## config.mk

```make
export PLATFORM = sky130hd
export DESIGN_NAME = bit_receiver_flat
export DESIGN_NICKNAME = d
export VERILOG_FILES = /design/src/rtl/send_recieve_pkg.sv /design/src/rtl/bit_receiver_if.sv /design/src/rtl/bit_receiver_sync_bit.sv /design/src/rtl/bit_receiver.sv /design/src/flat_wrapper.sv
export SDC_FILE = /design/constraint.sdc
export NUM_CORES = 1
export LEC_CHECK = 0
export BUFFER_PORTS_ARGS = -buffer_cell sky130_fd_sc_hd__buf_2
export CAP_MARGIN = 40
export CELL_PAD_IN_SITES_DETAIL_PLACEMENT = 0
export CELL_PAD_IN_SITES_GLOBAL_PLACEMENT = 1
export CORE_UTILIZATION = 49
export DETAILED_ROUTE_END_ITERATION = 8
export PLACE_DENSITY = 0.83
export SETUP_SLACK_MARGIN = 0.02
export SLEW_MARGIN = 40
export SYNTH_ARGS = -nofsm -noshare
export SYNTH_HDL_FRONTEND = slang
export SYNTH_SLANG_ARGS = --single-unit
```

## constraint.sdc

```tcl
create_clock -name clk -period 2.55 [get_ports clk]
set_input_delay 0.1275 -clock clk [delete_from_list [all_inputs] [get_ports clk]]
set_output_delay 0.1275 -clock clk [all_outputs]
set_load 0.01 [all_outputs]
```

## src/rtl/send_recieve_pkg.sv

```systemverilog
// Shared types and constants for the bit0/bit1/dt send-receive handshake.
package send_recieve_pkg;

  typedef enum logic [1:0] {IDLE, OFFER, HOLD, RELEASE} state_t;

  localparam int DEF_WIDTH       = 8;
  localparam int DEF_SYNC_STAGES = 2;
  localparam int DEF_TIMEOUT     = 255;

  // Bits needed to hold values 0..value-1.
  function automatic int clog2(input int value);
    int r;
    r = 0;
    while ((1 << r) < value) r++;
    return r;
  endfunction

endpackage

```

## src/rtl/bit_receiver_if.sv

```systemverilog
// Handshake lines between the sender cells and the receiver, plus the word
// output bus. The master modport belongs to the sender/consumer side.
interface bit_receiver_if import send_recieve_pkg::*; #(
  parameter int WIDTH = DEF_WIDTH
) ();

  logic                          bit0;
  logic                          bit1;
  logic                          dt;
  logic                          err_clr;
  logic                          ack;
  logic                          senack;
  logic [WIDTH-1:0]              word;
  logic                          word_valid;
  logic [clog2(WIDTH+1)-1:0]     bit_count;
  logic                          proto_err;

  modport master (
    output bit0, bit1, dt, err_clr,
    input  ack, senack, word, word_valid, bit_count, proto_err
  );

  modport slave (
    input  bit0, bit1, dt, err_clr,
    output ack, senack, word, word_valid, bit_count, proto_err
  );

endinterface

```

## src/rtl/bit_receiver_sync_bit.sv

```systemverilog
// Multi-flop synchroniser for one asynchronous input line.
module sync_bit #(
  parameter int STAGES = 2
) (
  input  logic clk,
  input  logic reset,
  input  logic din,
  output logic dout
);

  logic [STAGES-1:0] sr;

  always_ff @(posedge clk or negedge reset) begin
    if (!reset) sr <= '0;
    else        sr <= {sr[STAGES-2:0], din};
  end

  assign dout = sr[STAGES-1];

endmodule

```

## src/rtl/bit_receiver.sv

```systemverilog
// Receiver side of the bit0/bit1/dt handshake: acknowledges each offered bit,
// shifts it in MSB-first and strobes word_valid when WIDTH bits have arrived.
module bit_receiver import send_recieve_pkg::*; #(
  parameter int WIDTH       = DEF_WIDTH,
  parameter int SYNC_STAGES = DEF_SYNC_STAGES,
  parameter int TIMEOUT     = DEF_TIMEOUT
) (
  input  logic            clk,
  input  logic            reset,
  bit_receiver_if.slave   rx
);

  localparam int CW = clog2(WIDTH + 1);
  localparam int TW = clog2(TIMEOUT + 1);

  logic b0s, b1s, dts;

  sync_bit #(.STAGES(SYNC_STAGES)) u_sync_b0 (.clk(clk), .reset(reset), .din(rx.bit0), .dout(b0s));
  sync_bit #(.STAGES(SYNC_STAGES)) u_sync_b1 (.clk(clk), .reset(reset), .din(rx.bit1), .dout(b1s));
  sync_bit #(.STAGES(SYNC_STAGES)) u_sync_dt (.clk(clk), .reset(reset), .din(rx.dt),   .dout(dts));

  state_t           state, state_nxt;
  logic             lat_bit;
  logic [WIDTH-1:0] shreg, shreg_nxt;
  logic [CW-1:0]    bit_count;
  logic [TW-1:0]    tmo_cnt;
  logic [WIDTH-1:0] word_q;
  logic             ack_q, senack_q, word_valid_q, proto_err_q;
  logic             err_evt, commit, latch_offer, tmo_hit;

  always_comb begin
    state_nxt   = state;
    err_evt     = 1'b0;
    commit      = 1'b0;
    latch_offer = 1'b0;
    tmo_hit     = (state != IDLE) && (tmo_cnt == TW'(TIMEOUT));
    shreg_nxt   = {shreg[WIDTH-2:0], lat_bit};
    if (tmo_hit) begin
      err_evt   = 1'b1;
      state_nxt = IDLE;
    end else begin
      case (state)
        IDLE: begin
          if ((b0s && b1s) || dts) begin
            err_evt = 1'b1;
          end else if (b0s || b1s) begin
            latch_offer = 1'b1;
            state_nxt   = OFFER;
          end
        end
        OFFER: begin
          // Sender switching to the opposite line mid-offer is a violation.
          if (lat_bit ? b0s : b1s) begin
            err_evt   = 1'b1;
            state_nxt = IDLE;
          end else if (!b0s && !b1s && !dts) begin
            state_nxt = HOLD;
          end
        end
        HOLD: begin
          if (b0s || b1s) begin
            err_evt   = 1'b1;
            state_nxt = IDLE;
          end else if (dts) begin
            commit    = 1'b1;
            state_nxt = RELEASE;
          end
        end
        RELEASE: begin
          if (!dts) state_nxt = IDLE;
        end
        default: state_nxt = IDLE;
      endcase
    end
  end

  always_ff @(posedge clk or negedge reset) begin
    if (!reset) begin
      state        <= IDLE;
      lat_bit      <= 1'b0;
      shreg        <= '0;
      bit_count    <= '0;
      tmo_cnt      <= '0;
      word_q       <= '0;
      ack_q        <= 1'b0;
      senack_q     <= 1'b0;
      word_valid_q <= 1'b0;
      proto_err_q  <= 1'b0;
    end else begin
      state        <= state_nxt;
      ack_q        <= (state_nxt == OFFER);
      senack_q     <= (state_nxt == RELEASE);
      word_valid_q <= 1'b0;
      tmo_cnt      <= (state == IDLE || state_nxt != state) ? '0 : tmo_cnt + 1'b1;
      if (latch_offer) lat_bit <= b1s;
      if (commit) begin
        shreg <= shreg_nxt;
        if (bit_count == CW'(WIDTH - 1)) begin
          word_q       <= shreg_nxt;
          word_valid_q <= 1'b1;
          bit_count    <= '0;
        end else begin
          bit_count <= bit_count + 1'b1;
        end
      end
      // A new error outranks a simultaneous clear.
      if (err_evt)         proto_err_q <= 1'b1;
      else if (rx.err_clr) proto_err_q <= 1'b0;
    end
  end

  assign rx.ack        = ack_q;
  assign rx.senack     = senack_q;
  assign rx.word       = word_q;
  assign rx.word_valid = word_valid_q;
  assign rx.bit_count  = bit_count;
  assign rx.proto_err  = proto_err_q;

endmodule

```

## src/flat_wrapper.sv

```systemverilog
// flat-port wrapper written by rule: the top's interface ports become plain ports
module bit_receiver_flat import send_recieve_pkg::*;
#(
  parameter int WIDTH       = DEF_WIDTH,
  parameter int SYNC_STAGES = DEF_SYNC_STAGES,
  parameter int TIMEOUT     = DEF_TIMEOUT
)
  (clk, reset, rx_bit0, rx_bit1, rx_dt, rx_err_clr, rx_ack, rx_senack, rx_word, rx_word_valid, rx_bit_count, rx_proto_err);
  bit_receiver_if #(.WIDTH(WIDTH)) rx_i ();
  input  logic clk;
  input  logic reset;
  input wire logic [$bits(rx_i.bit0)-1:0] rx_bit0;
  input wire logic [$bits(rx_i.bit1)-1:0] rx_bit1;
  input wire logic [$bits(rx_i.dt)-1:0] rx_dt;
  input wire logic [$bits(rx_i.err_clr)-1:0] rx_err_clr;
  output wire logic [$bits(rx_i.ack)-1:0] rx_ack;
  output wire logic [$bits(rx_i.senack)-1:0] rx_senack;
  output wire logic [$bits(rx_i.word)-1:0] rx_word;
  output wire logic [$bits(rx_i.word_valid)-1:0] rx_word_valid;
  output wire logic [$bits(rx_i.bit_count)-1:0] rx_bit_count;
  output wire logic [$bits(rx_i.proto_err)-1:0] rx_proto_err;
  assign rx_i.bit0 = rx_bit0;
  assign rx_i.bit1 = rx_bit1;
  assign rx_i.dt = rx_dt;
  assign rx_i.err_clr = rx_err_clr;
  assign rx_ack = rx_i.ack;
  assign rx_senack = rx_i.senack;
  assign rx_word = rx_i.word;
  assign rx_word_valid = rx_i.word_valid;
  assign rx_bit_count = rx_i.bit_count;
  assign rx_proto_err = rx_i.proto_err;
  bit_receiver #(.WIDTH(WIDTH), .SYNC_STAGES(SYNC_STAGES), .TIMEOUT(TIMEOUT)) u_core (.clk(clk), .reset(reset), .rx(rx_i));
endmodule
```

==> metrics.txt, run 1 <==
status finished, final reports clean; post-DP HPWL 2180 um; PD cells 709 nW/um2; largest net degree at the start of global routing 41; sw power 456 uW; Flop pwr share 56.9%; register area share after synthesis 56.2%; number of distinct library cells after synthesis 34; fin. max-slew vios 0; Period minus WS final 1940 ps; PortBufs 21; Arr. time, crit path 2170 ps; critical path required time 2780 ps; share of layout cells above drive strength 1 28.6%; Fin Setup TNS 0 ps; Fmax 514 MHz; DR iter-0 viols 72; clk sinks 40; CP endpoint kind flop; root buffer cell clkbuf_4; Vias per Instance 5.38; DRC Markers 0; Core Rows 21; worst skew pair latency 340 ps; leakage 0.000991 uW; Top FF cell, synth dfrtp_1; maxcap violations 0; Setup crit start kind flop; Placement Cell Area 1920 um2; YS warnings 0; initial antenna violation count 0; sw frac 32.0%; CTS tree done; Area growth, synth to finish 12.9%; Finished Core Util 58.9%; asr flop ratio synth 100%; CTS resizes 0; fin nets 183; VDD IR max 0.441 mV; core area 3420 um2; PnR worst setup slack 605 ps; Setup Crit Path Kind reg -> reg; WL per Instance 13.8 um; ANT cells 0; max_slew headroom 65.1%; Vias 1189; Cells after Synth 147; Hold Fails Final Rpt 0; Slew @ Worst Pin 524 ps; Die X-Extent 62.3 um; Die ar. 3880 um2; syn nets 155; fill count 303; CTS max path bufs 2; final wirelength 3040 um; worst-path fanout max 9; P_int 970 uW; die height 62.3 um; Post-Syn Area 1780 um2; mean post-synth cell area 12.1 um2; antenna viol nets, final 0; final worst path period share 76.3%; final instance area 2010 um2; I/O pin cnt 22; post-place setup slack 628 ps; Initial Utilization 52.1%; CTS Buf Count 5; vias in the first global route 1141; Comb pwr share 22.8%; global-route wire length before repair 5400 um; flops & latches, synth 40; Post-synth EDFFs 0; r2r setup slk 610 ps; Final setup viols 0; drt first pass iters 4; H-tree lvl count 2; Hold Path Class in -> reg; hold slack 51.7 ps; Worst Skew 10.1 ps; RSZ-0062 raised after global routing no; clock power share 20.3%; grt total ovfl 0; GPL Wtd Cong 0.873; gr usage total 18.3%; clock slew at reported path FFs 110 ps
==> logic make-up (layout without fill, tap and decap cells) <==
logic type,count (synthesis),count (layout),share of synthesized area [%]
XOR/XNOR,8,8,3.93
flip-flops,40,40,56.2
AND/OR/NAND/NOR,47,47,14.3
buffers and inverters,11,39,3.30
adder cells (fa/ha/maj),3,3,1.97
AO/OA/AOI/OAI,21,21,7.94
multiplexers,17,17,12.4
==> sequential cells by signal, summed over array words and instances, names as in the netlist, 2 cells and up <==
register             cells
u_core.u_sync_b0.sr      2
u_core.shreg             7
u_core.rx.bit_count      4
u_core.u_sync_dt.sr      2
u_core.tmo_cnt           8
u_core.state             2
u_core.u_sync_b1.sr      2
u_core.rx.word           8
==> cell type report <==
cell class | count | area [um2] | area share, %
flip-flops and latches | 40 | 1000 | 49.8
multi-input cells | 96 | 721 | 35.8
repair buffers | 28 | 170 | 8.46
well taps | 46 | 57.6 | 2.86
clock buffers | 6 | 41.3 | 2.05
inverters | 4 | 15.0 | 0.747
clock inverters | 1 | 5.00 | 0.249
==> cells in the mapped netlist (4+ instances only) <==
library cell  instances  area share, %
a21oi_1               5            1.4
dfrtp_1              40             56
inv_1                 4           0.84
mux2_2                8            5.1
mux2_4                8            6.7
nand2_1              11            2.3
nand3_1               7            2.0
nor2_1                8            1.7
nor3_1               10            2.8
o21ai_0               7            2.0
xnor2_1               4            2.0
xor2_1                4            2.0
==> placed cells by master (no fill, tap or decap), types with 2 or more instances in the layout <==
master,count
dlygate4sd3_1,4
nand2b_1,3
xor2_1,4
a21oi_1,5
a2bb2oi_1,2
nand3b_1,2
nand2_1,11
dfrtp_1,40
inv_1,4
o21ai_0,7
buf_4,4
mux2_4,8
mux2_2,8
nor3_1,10
buf_2,20
ha_1,2
nor2_1,8
nand3_1,7
xnor2_1,4
clkbuf_4,5
==> per-stage QoR <==
stage / cells / power, uW
CTS: 221 / 1440
finish: 221 / 1430
global route: 221 / 1530
detailed placement: 210 / 1150
global placement: 210 / 1140
floorplan: 147 / 1020
==> path summary, 6_finish.rpt <==
| path | from | to | cells past startpoint |
|---|---|---|---|
| worst max-delay path | u_core.tmo_cnt[0] | u_core.rx.word[0] | 5 |
| worst min-delay path | rx_err_clr | u_core.rx.proto_err | 3 |
| worst max register to register | u_core.tmo_cnt[0] | u_core.rx.word[0] | 5 |
| worst min register to register | u_core.u_sync_b1.sr[0] | u_core.u_sync_b1.sr[1] | 0 |
| max in group asynchronous | reset | u_core.tmo_cnt[5] | 2 |
| min in group asynchronous | reset | u_core.tmo_cnt[3] | 2 |
==> metal layers <==
layer | up-vias | share of wire [%] | GRT usage, % | wire (um)
met5 | - | 0 | 0 | 0
met4 | 0 | 0.63 | 6.40 | 19
met3 | 2 | 4.0 | 6.43 | 121
met2 | 24 | 51 | 29.7 | 1560
met1 | 589 | 44 | 22.6 | 1340
li1 | 574 | - | - | -
==> power by group through the flow <==
stage / sequential (uW) / clock [uW] / combinational [uW]
global placement: 817 / 0 / 318
detailed placement: 825 / 0 / 327
CTS: 812 / 300 / 331
floorplan: 794 / 0 / 229
finish: 812 / 289 / 325
global route: 833 / 326 / 369
==> critical path: stages, from the launching register on <==
cell and delay (ps):
dfrtp_1 410, ha_1 240, nand4_2 180, o211ai_2 210
or2_1 460, mux2_4 350
==> repair_timing <==
item                                   4_1_cts  5_1_grt
hold buffers                                 4        0
endpoints found under the hold margin       43        0
buffers inserted                             0        0
Note: power is estimated with default switching activity, not from simulation.
==> run 2: changes to the inputs <==
- ABC_AREA: not set -> 1
- CORE_UTILIZATION: 49 -> 43
- PLACE_DENSITY: 0.83 -> 0.77
- clock period: 2.55 -> 1.9 ns (I/O delays scaled with it)
==> run 2 against run 1 <==
  * Register-to-register slack worse by 400 ps
  * Maximum frequency is 14% higher
  * Combinational power down 31%
  * Count of clock-buffer cells in the layout shrank 1
  * Power up 21%
  * Clock power rose by 91%
  * Worst hold slack gained 260 ps
  * Global-route usage fell by 2.2 points
  * Non-clock buffer count down 2
  * Critical path type unchanged
  * Largest cell class unchanged
==> metrics.txt, run 2 <==
status finished, final reports clean (unchanged); PD cells 861 nW/um2 (was 709 nW/um2); Placement Cell Area 1860 um2 (was 1920 um2); Fmax 588 MHz (was 514 MHz); number of distinct library cells after synthesis 27 (was 34); I/O pin cnt 22 (unchanged); Vias 1209 (was 1189); critical path required time 2120 ps (was 2780 ps); WL per Instance 11.8 um (was 13.8 um); vias in the first global route 1128 (was 1141); fin nets 213 (was 183); final wirelength 2990 um (was 3040 um); antenna viol nets, final 0 (unchanged); commonest non-fill, non-tap cells in the layout nand2_1, dfrtp_1, inv_1, buf_2, nor2_1 (was dfrtp_1, buf_2, nand2_1); Area growth, synth to finish 16.7% (was 12.9%); CTS tree done (unchanged); Post-Syn Area 1710 um2 (was 1780 um2); Die ar. 4240 um2 (was 3880 um2); Period minus WS final 1700 ps (was 1940 ps); clock slew at reported path FFs 80 ps (was 110 ps); die height 65.1 um (was 62.3 um); Worst R2R Start u_core.tmo_cnt[0] (unchanged); Hold Path Class in -> async (was in -> reg); DRC Markers 0 (unchanged); Vias per Instance 4.76 (was 5.38); CTS Buf Count 5 (unchanged); dominant cells by area after synthesis dfrtp_1, nand2_1, inv_1 (was dfrtp_1, mux2_4, mux2_2); Cells after Synth 174 (was 147); initial antenna violation count 0 (unchanged); Hold Fails Final Rpt 0 (unchanged); Post-synth EDFFs 0 (unchanged); global-route wire length before repair 5000 um (was 5400 um); core area 3740 um2 (was 3420 um2); Top FF cell, synth dfrtp_1 (unchanged); Final setup viols 0 (unchanged); R2R depth 8 (was 5); PortBufs 21 (unchanged); fin. max-slew vios 0 (unchanged); Die X-Extent 65.1 um (was 62.3 um); RSZ-0062 raised after global routing no (unchanged); worst-path fanout max 19 (was 9); grt total ovfl 0 (unchanged); Critical path origin u_core.tmo_cnt[0] (unchanged); post-synth top area share 58.5% (was 56.2%); Setup crit start kind flop (unchanged); final instance area 2000 um2 (was 2010 um2); CP endpoint kind flop (unchanged); final worst path period share 89.5% (was 76.3%); max_slew headroom 66.8% (was 65.1%); Core Rows 22 (was 21); syn nets 182 (was 155); VDD IR max 0.516 mV (was 0.441 mV); CTS max path bufs 2 (unchanged); ANT cells 0 (unchanged); asr flop ratio synth 100% (unchanged); DR iter-0 viols 48 (was 72); register area share after synthesis 58.5% (was 56.2%); Worst Skew 14.9 ps (was 10.1 ps); leakage 0.00101 uW (was 0.000991 uW); drt first pass iters 4 (unchanged); share of layout cells above drive strength 1 21.8% (was 28.6%); Setup Crit Path Kind reg -> reg (unchanged); top cells by count, synth dfrtp_1, nand2_1, inv_1 (was dfrtp_1, nand2_1, nor3_1); maxcap violations 0 (unchanged); CTS resizes 0 (unchanged); Slew @ Worst Pin 498 ps (was 524 ps); gr usage total 16.1% (was 18.3%); mean post-synth cell area 9.84 um2 (was 12.1 um2); clk sinks 40 (unchanged); cell taking the most area after synthesis dfrtp_1 (unchanged); Initial Utilization 45.7% (was 52.1%); H-tree lvl count 2 (unchanged); YS warnings 0 (unchanged); root buffer cell clkbuf_8 (was clkbuf_4); post-DP HPWL 2120 um (was 2180 um); largest net degree at the start of global routing 41 (unchanged); flops & latches, synth 40 (unchanged); Fin Setup TNS 0 ps (unchanged); worst skew pair latency 290 ps (was 340 ps); fill count 368 (was 303); GPL Wtd Cong 0.749 (was 0.873); Arr. time, crit path 1920 ps (was 2170 ps)
-- run 2: layout make-up --
| type | instances | area, um2 | area share [%] |
|---|---|---|---|
| inverters | 21 | 81.3 | 4.07 |
| repair buffers | 26 | 158 | 7.89 |
| multi-input cells | 111 | 609 | 30.5 |
| well taps | 48 | 60.1 | 3.01 |
| clock buffers | 5 | 68.8 | 3.45 |
| clock inverters | 3 | 18.8 | 0.940 |
| flip-flops and latches | 40 | 1000 | 50.1 |
-- run 2: cell families (layout without fill, tap and decap cells) --
logic type	Yosys count	after routing	share of synthesized area, %
xor+xnor	6	6	3.07
fa+ha+maj	2	2	1.46
buf+inv	23	55	5.92
compound gates	24	24	9.50
flops	40	40	58.5
simple gates	79	79	21.6
-- run 2: report_power, final --
| group | switching, uW | internal, uW | total (uW) |
|---|---|---|---|
| Clock | 296 | 256 | 551 |
| Sequential | 41.8 | 902 | 944 |
| Combinational | 145 | 79.6 | 225 |
| Total | 483 | 1240 | 1720 |
-- run 2: critical path, cell delays in order, from the launching register on --
cell and delay (ps):
dfrtp_1 390, ha_1 190, nand2_1 100, nor2_4 120
o211ai_2 190, nand2_4 240, inv_1 110, a21oi_1 160
o21a_1 140
-- run 2: metrics by stage --
stage               util (%)  worst slack (ps)  instances  hold slack, ps  power, uW
floorplan                  -               328        174            -201       1100
global placement        49.6               274        241             205       1170
detailed placement      49.7               196        241             101       1180
CTS                     53.1               176        253            4.56       1740
global route            53.3              42.3        254             341       1820
finish                  53.3               200        254             308       1720
-- run 2: what timing repair did --
action / 4_1_cts / 5_1_grt
buffers inserted: 0 / 0
endpoints found under the hold margin: 43 / 1
hold buffers: 4 / 1
-- run 2: per-layer routing --
metal	vias to the layer above	global-route usage (%)	part of all wire, %
li1	610	-	-
met1	569	19.1	46
met2	25	27.1	49
met3	5	4.86	3.5
met4	0	6.79	1.4
met5	-	0	0
-- run 2: worst paths after layout --
kind	to	slack, ps
max in group asynchronous	u_core.tmo_cnt[3]	1230
max	u_core.rx.bit_count[0]	200
max reg2reg	u_core.rx.bit_count[0]	200
min in group clk	u_core.u_sync_b1.sr[1]	360
min reg2reg	u_core.u_sync_b1.sr[1]	360
min	u_core.u_sync_b0.sr[1]	310
==> run 3: changes to the inputs <==
- CORE_ASPECT_RATIO: not set -> 0.9
- CORE_UTILIZATION: 43 -> 46
- CTS_BUF_LIST: not set -> sky130_fd_sc_hd__clkbuf_8
- PLACE_DENSITY: 0.77 -> 0.81
==> run 3 against run 2 <==
  * Non-clock buffer count grew 5
  * Cell area grew 2.6%
  * Die area shrank 6.3%
  * First-iteration DRC count grew 38%
  * Combinational power grew 2%
  * Register-to-register slack gained 20 ps
  * Worst setup slack gained 22 ps
  * Wire length shrank 2.2%
  * Highest routed layer unchanged
  * Utilization grew 6.0 points
  * Maximum frequency grew 1.3%
  * Sequential power is essentially flat
  * Global-route usage grew 1.4 points
==> metrics.txt, run 3 (same netlist as run 2, synthesis figures left out) <==
initial antenna violation count 0 (unchanged); worst path bufs/invs 1 (unchanged); Die X-Extent 66.3 um (was 65.1 um); Worst Skew 8.17 ps (was 14.9 ps); Worst path slowest cell dfrtp_1 (unchanged); H-tree lvl count 2 (unchanged); Area growth, synth to finish 19.7% (was 16.7%); Period minus WS final 1680 ps (was 1700 ps); ANT cells 0 (unchanged); clock slew at reported path FFs 70 ps (was 80 ps); PortBufs 21 (unchanged); Max stage delay on crit path 380 ps (was 390 ps); Initial Utilization 49.6% (was 45.7%); I/O pin cnt 22 (unchanged); Die ar. 3970 um2 (was 4240 um2); CTS max path bufs 2 (unchanged); status finished, final reports clean (unchanged); Hold Path Class in -> reg (was in -> async); Hold Fails Final Rpt 0 (unchanged); Flop pwr share 54.4% (was 54.9%); sw power 463 uW (was 483 uW); worst-path fanout max 13 (was 19); clk sinks 40 (unchanged); Setup crit start kind flop (unchanged); Setup Crit Path Kind reg -> reg (unchanged); drt first pass iters 4 (unchanged); Crit path max-delay family compound AO/OA/AOI/OAI gates (unchanged); Fmax 596 MHz (was 588 MHz); Finished Core Util 59.3% (was 53.3%); largest net degree at the start of global routing 26 (was 41); fin. max-slew vios 0 (unchanged); sw frac 26.6% (was 28.1%); Slew @ Worst Pin 398 ps (was 498 ps); DRC Markers 0 (unchanged); Power Total 1740 uW (was 1720 uW); root buffer cell clkbuf_8 (unchanged); worst-path cell chain ha_1 > nand2_1 > nor2_4 > o211ai_2 > nand2_4 > inv_1 > a21oi_1 > o21a_1 (unchanged); gr usage total 17.5% (was 16.1%); grt total ovfl 0 (unchanged); final instance area 2050 um2 (was 2000 um2); final wirelength 2930 um (was 2990 um); GPL Wtd Cong 0.817 (was 0.749); P_int 1280 uW (was 1240 uW); DR iter-0 viols 66 (was 48); CTS tree done (unchanged); core area 3450 um2 (was 3740 um2); PD cells 848 nW/um2 (was 861 nW/um2); WL per Instance 11.5 um (was 11.8 um); worst skew pair latency 280 ps (was 290 ps); fill count 299 (was 368); fin nets 218 (was 213); clock power share 32.5% (was 32.1%); post-DP HPWL 2090 um (was 2120 um); commonest non-fill, non-tap cells in the layout nand2_1, dfrtp_1, buf_2 (was nand2_1, dfrtp_1, inv_1, buf_2, nor2_1); Vias 1234 (was 1209); share of layout cells above drive strength 1 24.2% (was 21.8%); die height 59.9 um (was 65.1 um); leakage 0.00104 uW (was 0.00101 uW); Fin Setup TNS 0 ps (unchanged); vias in the first global route 1157 (was 1128); critical path required time 2130 ps (was 2120 ps); final worst path period share 88.3% (was 89.5%); hold slack 27.2 ps (was 308 ps); RSZ-0062 raised after global routing no (unchanged); Placement Cell Area 1880 um2 (was 1860 um2); VDD IR max 0.476 mV (was 0.516 mV); maxcap violations 0 (unchanged); global-route wire length before repair 5000 um (unchanged); Comb pwr share 13.2% (was 13.1%); max_slew headroom 73.4% (was 66.8%); Final setup viols 0 (unchanged); antenna viol nets, final 0 (unchanged); Arr. time, crit path 1910 ps (was 1920 ps); CP endpoint kind flop (unchanged); CTS Buf Count 5 (unchanged); Vias per Instance 4.84 (was 4.76); Core Rows 20 (was 22)
-- run 3: final timing paths --
check / startpoint / end / slack (ps) / depth (start not counted)
min in group asynchronous: reset / u_core.rx.word[1] / 260 / 2
max: u_core.tmo_cnt[0] / u_core.rx.bit_count[0] / 220 / 8
max in group asynchronous: reset / u_core.shreg[6] / 1190 / 3
min: rx_err_clr / u_core.rx.proto_err / 30 / 2
min reg2reg: u_core.u_sync_dt.sr[0] / u_core.u_sync_dt.sr[1] / 350 / 0
max reg2reg: u_core.tmo_cnt[0] / u_core.rx.bit_count[0] / 220 / 8
-- run 3: layout make-up --
class                           count  area [um2]  share of cell area [%]
Sequential cell                    40        1000                    48.8
Multi-Input combinational cell    111         609                    29.7
Timing Repair Buffer               31         210                    10.3
Clock buffer                        6        82.6                    4.03
Inverter                           21        81.3                    3.97
Tap cell                           44        55.1                    2.69
Clock inverter                      2        10.0                   0.488
-- run 3: worst register-to-register path, stage by stage (launching register included) --
cell,delay [ps]
dfrtp_1,380
ha_1,190
nand2_1,90
nor2_4,120
o211ai_2,190
nand2_4,230
inv_1,120
a21oi_1,170
o21a_1,130
-- run 3: per-layer routing --
metal  up-vias  wire (um)  GRT usage (%)
met5         -          0              0
met1       581       1310           21.1
li1        623          -              -
met2        24       1440           29.3
met3         6        130           4.58
met4         0         45           8.21
-- run 3: power by group through the flow --
stage	Combinational, uW	Sequential (uW)	Clock, uW
floorplan	138	962	0
global route	267	955	617
detailed placement	224	960	0
CTS	231	944	582
finish	229	945	564
global placement	215	957	0
-- run 3: timing repair --
item / in CTS / in global routing
setup endpoints to repair: 0 / 1
hold buffers: 4 / 0
hold endpoints to repair: 18 / 0
resized for setup: 0 / 0
buffers inserted: 0 / 5
-- run 3: stage by stage --
step           setup slack [ps]  std cells
2_1_floorplan               328        174
3_3_place_gp                259        237
3_5_place_dp                205        238
4_1_cts                     193        250
5_1_grt                    17.8        255
6_report                    223        255
